## config.mk

```make
export PLATFORM = sky130hd
export DESIGN_NAME = prog_rom_arbiter
export DESIGN_NICKNAME = d
export VERILOG_FILES = /design/src/rtl/prog_rom_arbiter.sv
export SDC_FILE = /design/constraint.sdc
export NUM_CORES = 1
export LEC_CHECK = 0
export ABC_AREA = 1
export ABC_CLOCK_PERIOD_IN_PS = 3700
export CORE_MARGIN = 5
export CORE_UTILIZATION = 41
export CTS_CLUSTER_DIAMETER = 100
export DETAILED_ROUTE_END_ITERATION = 8
export PLACE_DENSITY = 0.91
export SLEW_MARGIN = 25
export SYNTH_ARGS = -nofsm -noshare
export SYNTH_HDL_FRONTEND = slang
export SYNTH_SLANG_ARGS = --single-unit
```

## constraint.sdc

```tcl
create_clock -name CLK -period 3.7 [get_ports CLK]
set_clock_uncertainty 0.1 [all_clocks]
set_input_delay 0.74 -clock CLK [delete_from_list [all_inputs] [get_ports CLK]]
set_output_delay 0.74 -clock CLK [all_outputs]
set_load 0.1 [all_outputs]
```

## src/rtl/prog_rom_arbiter.sv

```systemverilog
// Two-requester arbiter for the shared single-port program ROM.
// CPU fetch has priority; the debug port gets one slot after MAX_WAIT consecutive losses.
module prog_rom_arbiter #(
  parameter int ADDR_W   = 10,
  parameter int DATA_W   = 18,
  parameter int MAX_WAIT = 4
) (
  input  logic              CLK,
  input  logic              RST,
  input  logic              CPU_REQ,
  input  logic [ADDR_W-1:0] CPU_ADDR,
  output logic              CPU_STALL,
  output logic [DATA_W-1:0] CPU_IR,
  output logic              CPU_VALID,
  input  logic              DBG_REQ,
  input  logic [ADDR_W-1:0] DBG_ADDR,
  output logic              DBG_READY,
  output logic [DATA_W-1:0] DBG_DATA,
  output logic              DBG_RVALID,
  output logic [ADDR_W-1:0] ROM_ADDR,
  input  logic [DATA_W-1:0] ROM_IR
);

  typedef enum logic [1:0] {
    RESP_NONE = 2'b00,
    RESP_CPU  = 2'b01,
    RESP_DBG  = 2'b10
  } resp_e;

  localparam logic [3:0] MAX_WAIT_C = 4'(MAX_WAIT);

  logic              gnt_dbg_s;
  logic              gnt_cpu_s;
  logic [ADDR_W-1:0] rom_addr_s;
  logic [3:0]        wait_cnt_q, wait_cnt_d;
  resp_e             resp_q, resp_d;
  logic [ADDR_W-1:0] last_addr_q, last_addr_d;
  logic [DATA_W-1:0] dbg_data_q, dbg_data_d;
  logic              dbg_rvalid_q, dbg_rvalid_d;

  // Grant decision and ROM address mux; idle cycles replay the last address
  always_comb begin
    gnt_dbg_s  = DBG_REQ & (~CPU_REQ | (wait_cnt_q == MAX_WAIT_C));
    gnt_cpu_s  = CPU_REQ & ~gnt_dbg_s;
    rom_addr_s = last_addr_q;
    if (gnt_cpu_s) begin
      rom_addr_s = CPU_ADDR;
    end else if (gnt_dbg_s) begin
      rom_addr_s = DBG_ADDR;
    end else begin
      rom_addr_s = last_addr_q;
    end
  end

  // Next-state: starvation counter, response tag, replay address, debug capture
  always_comb begin
    wait_cnt_d   = 4'd0;
    resp_d       = RESP_NONE;
    last_addr_d  = last_addr_q;
    dbg_data_d   = dbg_data_q;
    dbg_rvalid_d = 1'b0;

    if (DBG_REQ & ~gnt_dbg_s) begin
      if (wait_cnt_q < MAX_WAIT_C) begin
        wait_cnt_d = wait_cnt_q + 4'd1;
      end else begin
        wait_cnt_d = wait_cnt_q;
      end
    end else begin
      wait_cnt_d = 4'd0;
    end

    if (gnt_cpu_s) begin
      resp_d = RESP_CPU;
    end else if (gnt_dbg_s) begin
      resp_d = RESP_DBG;
    end else begin
      resp_d = RESP_NONE;
    end

    if (gnt_cpu_s | gnt_dbg_s) begin
      last_addr_d = rom_addr_s;
    end else begin
      last_addr_d = last_addr_q;
    end

    // ROM_IR belongs to the debug port in the cycle after its grant
    if (resp_q == RESP_DBG) begin
      dbg_data_d   = ROM_IR;
      dbg_rvalid_d = 1'b1;
    end else begin
      dbg_data_d   = dbg_data_q;
      dbg_rvalid_d = 1'b0;
    end
  end

  // State registers
  always_ff @(posedge CLK or posedge RST) begin
    if (RST) begin
      wait_cnt_q   <= 4'd0;
      resp_q       <= RESP_NONE;
      last_addr_q  <= '0;
      dbg_data_q   <= '0;
      dbg_rvalid_q <= 1'b0;
    end else begin
      wait_cnt_q   <= wait_cnt_d;
      resp_q       <= resp_d;
      last_addr_q  <= last_addr_d;
      dbg_data_q   <= dbg_data_d;
      dbg_rvalid_q <= dbg_rvalid_d;
    end
  end

  assign CPU_STALL  = CPU_REQ & ~gnt_cpu_s;
  assign DBG_READY  = gnt_dbg_s;
  assign ROM_ADDR   = rom_addr_s;
  assign CPU_IR     = ROM_IR;
  assign CPU_VALID  = (resp_q == RESP_CPU);
  assign DBG_DATA   = dbg_data_q;
  assign DBG_RVALID = dbg_rvalid_q;

endmodule

```

==> results of run 1 <==
[flip-flops by register name (all words and copies together) (netlist names)]
name         cells
DBG_DATA        18
DBG_RVALID       1
last_addr_q     10
resp_q           2
wait_cnt_q       4
[logic make-up (layout without fill, tap and decap cells)]
| logic type | Yosys count | in the layout | share of synthesized area [%] |
|---|---|---|---|
| xor+xnor | 1 | 1 | 0.528 |
| buf+inv | 35 | 112 | 13.1 |
| compound gates | 4 | 4 | 1.43 |
| fa+ha+maj | 2 | 2 | 1.51 |
| flops | 35 | 35 | 52.8 |
| simple gates | 119 | 119 | 30.6 |
[power groups by stage]
stage               Sequential (mW)  Combinational [mW]  Clock (mW)
floorplan                     0.701               0.255           0
global placement              0.454               0.689           0
detailed placement            0.455               0.696           0
CTS                           0.449               0.697       0.278
global route                  0.454               0.715       0.296
finish                        0.449               0.691       0.266
[final timing paths]
path                            slack [ns]     startpoint             end
worst min register to register        0.38   DBG_DATA[17]    DBG_DATA[17]
min in group asynchronous             0.70            RST    DBG_DATA[10]
worst max register to register        1.94  wait_cnt_q[0]  last_addr_q[4]
worst min-delay path                  0.38   DBG_DATA[17]    DBG_DATA[17]
worst max-delay path                  0.61        DBG_REQ     ROM_ADDR[1]
max in group asynchronous             2.12            RST  last_addr_q[2]
[worst max-delay path: stages]
cell             delay, ns
clkdlybuf4s50_1       0.52
a21oi_2               0.49
nand2_1               0.14
nand3_1               0.16
buf_12                0.19
[routing by layer]
metal | GRT usage [%] | wire length, um | part of all wire, % | vias up
met2 | 27.4 | 2080 | 51 | 66
li1 | - | - | - | 746
met3 | 7.39 | 485 | 12 | 6
met4 | 5.03 | 42 | 1.0 | 0
met5 | 0 | 0 | 0 | -
met1 | 16.1 | 1500 | 37 | 692
[area by class of cell]
cell class,instances,area [sq um],share of cell area [%]
clock buffers,6,82.6,3.13
clock inverters,1,5.00,0.190
inverters,11,41.3,1.56
multi-input cells,126,566,21.4
flip-flops and latches,35,876,33.2
well taps,50,62.6,2.37
repair buffers,94,1010,38.1
[layout by cell type (no fill, tap or decap)]
cell             netlist  final
nand2_1               77     77
clkdlybuf4s50_1        0     60
dfrtp_1               35     35
nand3_1               28     28
buf_4                 22     22
buf_12                 0     12
inv_1                 10     10
nor2_1                 8      8
clkbuf_8               0      6
nand3_2                3      3
nor2_2                 2      2
a21oi_1                2      2
ha_1                   2      2
nand2_2                1      1
inv_2                  1      1
a21oi_2                1      1
o21ai_1                1      1
xor2_1                 1      1
clkinv_2               0      1
[through the flow]
step / util, % / setup slack, ns / total power, mW / hold slack, ns
finish: 66.4 / 0.609 / 1.41 / 0.377
CTS: 66.4 / 0.590 / 1.42 / 0.382
global placement: 64.2 / 0.630 / 1.14 / 0.362
floorplan: - / 0.335 / 0.956 / 0.360
detailed placement: 64.2 / 0.590 / 1.15 / 0.366
global route: 66.4 / 0.465 / 1.47 / 0.400
==> metrics, run 1 <==
status=complete, no violations; Final Hold Vio Count=0; Yosys top cell area share=52.8%; clk_lat worst skew=0.28 ns; root buf cell=clkbuf_8; ANT cells=0; Cell Area, Synth=0.00166 sq mm; Max-slew headroom=34.5%; Async SR Flop Fraction=100%; Cell Area, Placed=0.00255 sq mm; Seq/Total Area, Yosys=52.8%; Post-CTS Hold Buffers=0; Worst Tran Pin Value=0.979 ns; 1st-pass router iterations=4; Synth cell types=17; PwrDens=533 mW/mm^2; Via density=4.67; CP max FO=11; post-route insts no fill=323; top cells by area, synth=dfrtp_1 (53%), nand2_1 (17%), buf_4 (10%); CP Class=in -> out; GPL Wtd Cong=0.758; Final min period=3.09 ns; Num CTS Buffers=5; total core area=0.00397 sq mm; Synth Instances=196; DP HPWL=3270 um; vias in the first global route=1437; HP Class=reg -> reg; Net Sw Frac=46.5%; Syn Nets=240; Rows=23; GR Overflow Total=0; CP Capture Type=primary output; Pint=753 uW; Register-to-Register Path Depth=7; Final setup viols=0; Most used DFF post-synth=dfrtp_1; Comb pwr share=49.1%; H-tree depth=2; first-pass GRT wire length=6470 um; count leader, synth=nand2_1; DRC=0; Worst VDD drop=217 uV; largest area contributor in the netlist=dfrtp_1; WL final=4110 um; final antenna-violating net count=0; Commonest cells post-synth=nand2_1 (77), dfrtp_1 (35), nand3_1 (28), buf_4 (22), inv_1 (10); initial cell density of the core=41.7%; kind of start point of the critical path=input port; Mean Syn Cell Area=8.46 sq um; number of synthesized register bits=35; Ys Warns=0; PortBufs=91; die area=0.00542 sq mm; Die Width=73.6 um; clk buf depth=2; EDFF count, synth=0; io pins=92; Clock Power Share=18.9%; largest net degree at the start of global routing=22; die height=73.6 um; DP Cell Count=316; Tot GR Track Use=15.5%; Synth-to-Final Area Change=59.2%; Reg clk slew, reported paths=0.06 ns; Slew Viols, Final=0; layout cells sized above 1=17.9%; First DRT Iteration DRCs=54; CTS tree=built; Switch Pwr=654 uW; Final Cell Area=0.00264 sq mm; Reg power frac=31.9%; Sinks on Clock Net=35; Setup Fix Bufs, Post-CTS=0; Final nets=317; Leak Pwr=1.32 nW; DR vias=1510; Total Negative Setup Slacks=0 ns; Hold Crit Depth=2; Crit path required time=2.86 ns; # Max-Cap Violations=0; RSZ-0062 raised after global routing=false; Fmax achieved=324 MHz; Worst Path Arrival=2.25 ns; Avg WL per Cell=12.7 um; Period Utilization, post-route=83.5%; PostCTS Resize Cnt=0; final-layout fill cell count=341; initial antenna violation count=0
No activity file was read; power rests on OpenSTA's default activity.
==> inputs of run 2 (changes only) <==
--- a/config.mk
+++ b/config.mk
@@ -6,12 +6,12 @@
 export NUM_CORES = 1
 export LEC_CHECK = 0
 export ABC_AREA = 1
-export ABC_CLOCK_PERIOD_IN_PS = 3700
+export ABC_CLOCK_PERIOD_IN_PS = 2800
 export CORE_MARGIN = 5
-export CORE_UTILIZATION = 41
+export CORE_UTILIZATION = 35
 export CTS_CLUSTER_DIAMETER = 100
 export DETAILED_ROUTE_END_ITERATION = 8
-export PLACE_DENSITY = 0.91
+export PLACE_DENSITY = 0.83
 export SLEW_MARGIN = 25
 export SYNTH_ARGS = -nofsm -noshare
 export SYNTH_HDL_FRONTEND = slang
==> constraint.sdc (replaced) <==
create_clock -name CLK -period 2.8 [get_ports CLK]
set_clock_uncertainty 0.1 [all_clocks]
set_input_delay 0.56 -clock CLK [delete_from_list [all_inputs] [get_ports CLK]]
set_output_delay 0.56 -clock CLK [all_outputs]
set_load 0.1 [all_outputs]
==> run 2 against run 1 <==
  * Utilization is 6.0 points lower
  * Largest power group unchanged
  * Via count down 0.86%
  * Die area increased by 15%
  * Worst setup slack lost 0.44 ns
  * Routed wire length grew 3.7%
  * Final cell count up 1.2%
  * Critical endpoint is now ROM_ADDR[4]
  * Critical path depth is the same
==> metrics, run 2 (same netlist as run 1, synthesis figures left out) <==
final-layout fill cell count=376 (+10%); Cell Area, Placed=0.00275 sq mm (+7.7%); Reg power frac=32.1% (+0.2 points); H-tree depth=2 (unchanged); Pint=987 uW (+31%); CP Capture Type=primary output; total core area=0.00466 sq mm (+17%); GPL Wtd Cong=0.737 (-2.8%); Num CTS Buffers=5 (unchanged); met2 Use GR=25.0% (-2.4 points); R2R Path End=last_addr_q[4]; Final nets=318 (+0.32%); Final setup viols=0 (unchanged); HP Class=reg -> reg; DP Cell Count=321 (+1.6%); Avg WL per Cell=13.0 um (+2.4%); Hold Crit Depth=2 (unchanged); Via density=4.58 (-2.1%); Tot GR Track Use=14.1% (-1.4 points); WL final=4260 um (+3.7%); Max-slew headroom=71.1% (+37 points); kind of start point of the critical path=input port; Worst Tran Pin Value=0.434 ns (-0.545 ns); DR vias=1497 (-0.86%); vias in the first global route=1499 (+4.3%); commonest non-fill, non-tap cell in the layout=nand2_1; GRT busiest layer=met2; PortBufs=91 (unchanged); First DRT Iteration DRCs=60 (+11%); clk_lat worst skew=0.27 ns (about the same); root buf cell=clkbuf_8; crit path cell chain=clkdlybuf4s50_1 -> nor2_2 -> nand2_1 -> nand3_1 -> buf_12; Total Negative Setup Slacks=0 ns (unchanged); Post-CTS Hold Buffers=0 (unchanged); layout cells sized above 1=24.5% (+6.6 points); Reg clk slew, reported paths=0.06 ns (about the same); initial cell density of the core=35.6% (-6.2 points); Clock Power Share=17.1% (-1.8 points); die height=78.8 um (+7.1%); CTS tree=built; CP Class=in -> out; initial antenna violation count=0 (unchanged); Final min period=2.63 ns; Worst VDD drop=259 uV (+19%); max reg flops=18 (unchanged); Slew Viols, Final=0 (unchanged); Final Hold Vio Count=0 (unchanged); Sinks on Clock Net=35 (unchanged); RSZ-0062 raised after global routing=false; Leak Pwr=1.42 nW (+7.7%); max incr delay on CP=0.53 ns (about the same); first-pass GRT wire length=6970 um (+7.8%); Crit path required time=2.14 ns (-0.72 ns); Register-to-Register Path Depth=8 (+1); Net Sw Frac=46.8% (+0.28 points); ANT cells=0 (unchanged); final antenna-violating net count=0 (unchanged); io pins=92 (unchanged); die area=0.00621 sq mm (+15%); post-route insts no fill=327 (+1.2%); worst r2r src=wait_cnt_q[0]; Switch Pwr=868 uW (+33%); largest net degree at the start of global routing=36 (+64%); worst reg2reg setup slack=1.34 ns (-0.60 ns); Rows=25 (+8.7%); DRC=0 (unchanged); Hold Startpoint=DBG_DATA[12]; Bufs and invs on worst path=2 (unchanged); # Max-Cap Violations=0 (unchanged); Fmax achieved=380 MHz; Total Power=1.86 mW (+32%); PwrDens=658 mW/mm^2 (+23%); DP HPWL=3460 um (+5.7%); Synth-to-Final Area Change=70.0%; commonest non-fill, non-tap cells in the layout=nand2_1 (77), clkdlybuf4s50_1 (41), dfrtp_1 (35), buf_12 (30), nand3_1 (28); CP max FO=10 (-1); Setup Fix Bufs, Post-CTS=0 (unchanged); Final Cell Area=0.00282 sq mm (+6.8%); Critical Path Stages=5 (unchanged); CP top delay family=buffers and inverters; met3 Usage GRT=6.35% (-1.0 points); slowest stage cell, crit path=clkdlybuf4s50_1; Period Utilization, post-route=94.0%; Worst Path Arrival=1.97 ns (-0.28 ns); Comb pwr share=50.8% (+1.7 points); PostCTS Resize Cnt=0 (unchanged); clk buf depth=2 (unchanged); status=complete, no violations; Min Hold Slack=0.379 ns (+0.00106 ns); 1st-pass router iterations=4 (unchanged); GR Overflow Total=0 (unchanged); GRT met1 Usage=15.4% (-0.71 points); Hold Crit Endpoint=DBG_DATA[12]; Die Width=78.8 um (+7.1%)
run 2: worst max path at each step:
stage / start / end
after floorplan: wait_cnt_q[0] / CPU_STALL
after global placement: DBG_REQ / ROM_ADDR[2]
after detailed placement: DBG_REQ / ROM_ADDR[9]
after CTS: DBG_REQ / ROM_ADDR[4]
after global routing: DBG_REQ / ROM_ADDR[5]
final: DBG_REQ / ROM_ADDR[4]
run 2: area by class of cell:
| type | instances | area (sq um) | share of cell area (%) |
|---|---|---|---|
| clock buffer | 6 | 72.6 | 2.57 |
| inverter | 11 | 41.3 | 1.46 |
| sequential | 35 | 876 | 31.1 |
| tap | 54 | 67.6 | 2.40 |
| multi-input combinational | 126 | 571 | 20.2 |
| timing repair buffer | 95 | 1190 | 42.3 |
run 2: metrics by stage:
stage | util [%] | setup WS [ns]
after CTS | 60.5 | 0.164
after detailed placement | 58.9 | 0.168
after floorplan | - | 0.0567
after global routing | 60.5 | 0.0600
after global placement | 58.9 | 0.231
final | 60.5 | 0.169
run 2: routing by layer:
metal	vias to the layer above	share of wire [%]
li1	751	-
met1	684	38
met2	60	52
met3	2	9.8
met4	0	0.26
met5	-	0
run 2: power groups by stage:
stage | clock [mW] | combinational (mW) | sequential, mW
after floorplan | 0 | 0.338 | 0.926
after global placement | 0 | 0.940 | 0.602
after detailed placement | 0 | 0.950 | 0.604
after CTS | 0.331 | 0.951 | 0.595
after global routing | 0.352 | 0.976 | 0.603
final | 0.317 | 0.943 | 0.595
run 2: worst min-delay path: cells and delay by family (launching register included):
kind / cells / cell delay (ns)
and+or+nand+nor: 2 / 0.11
DFF: 1 / 0.34
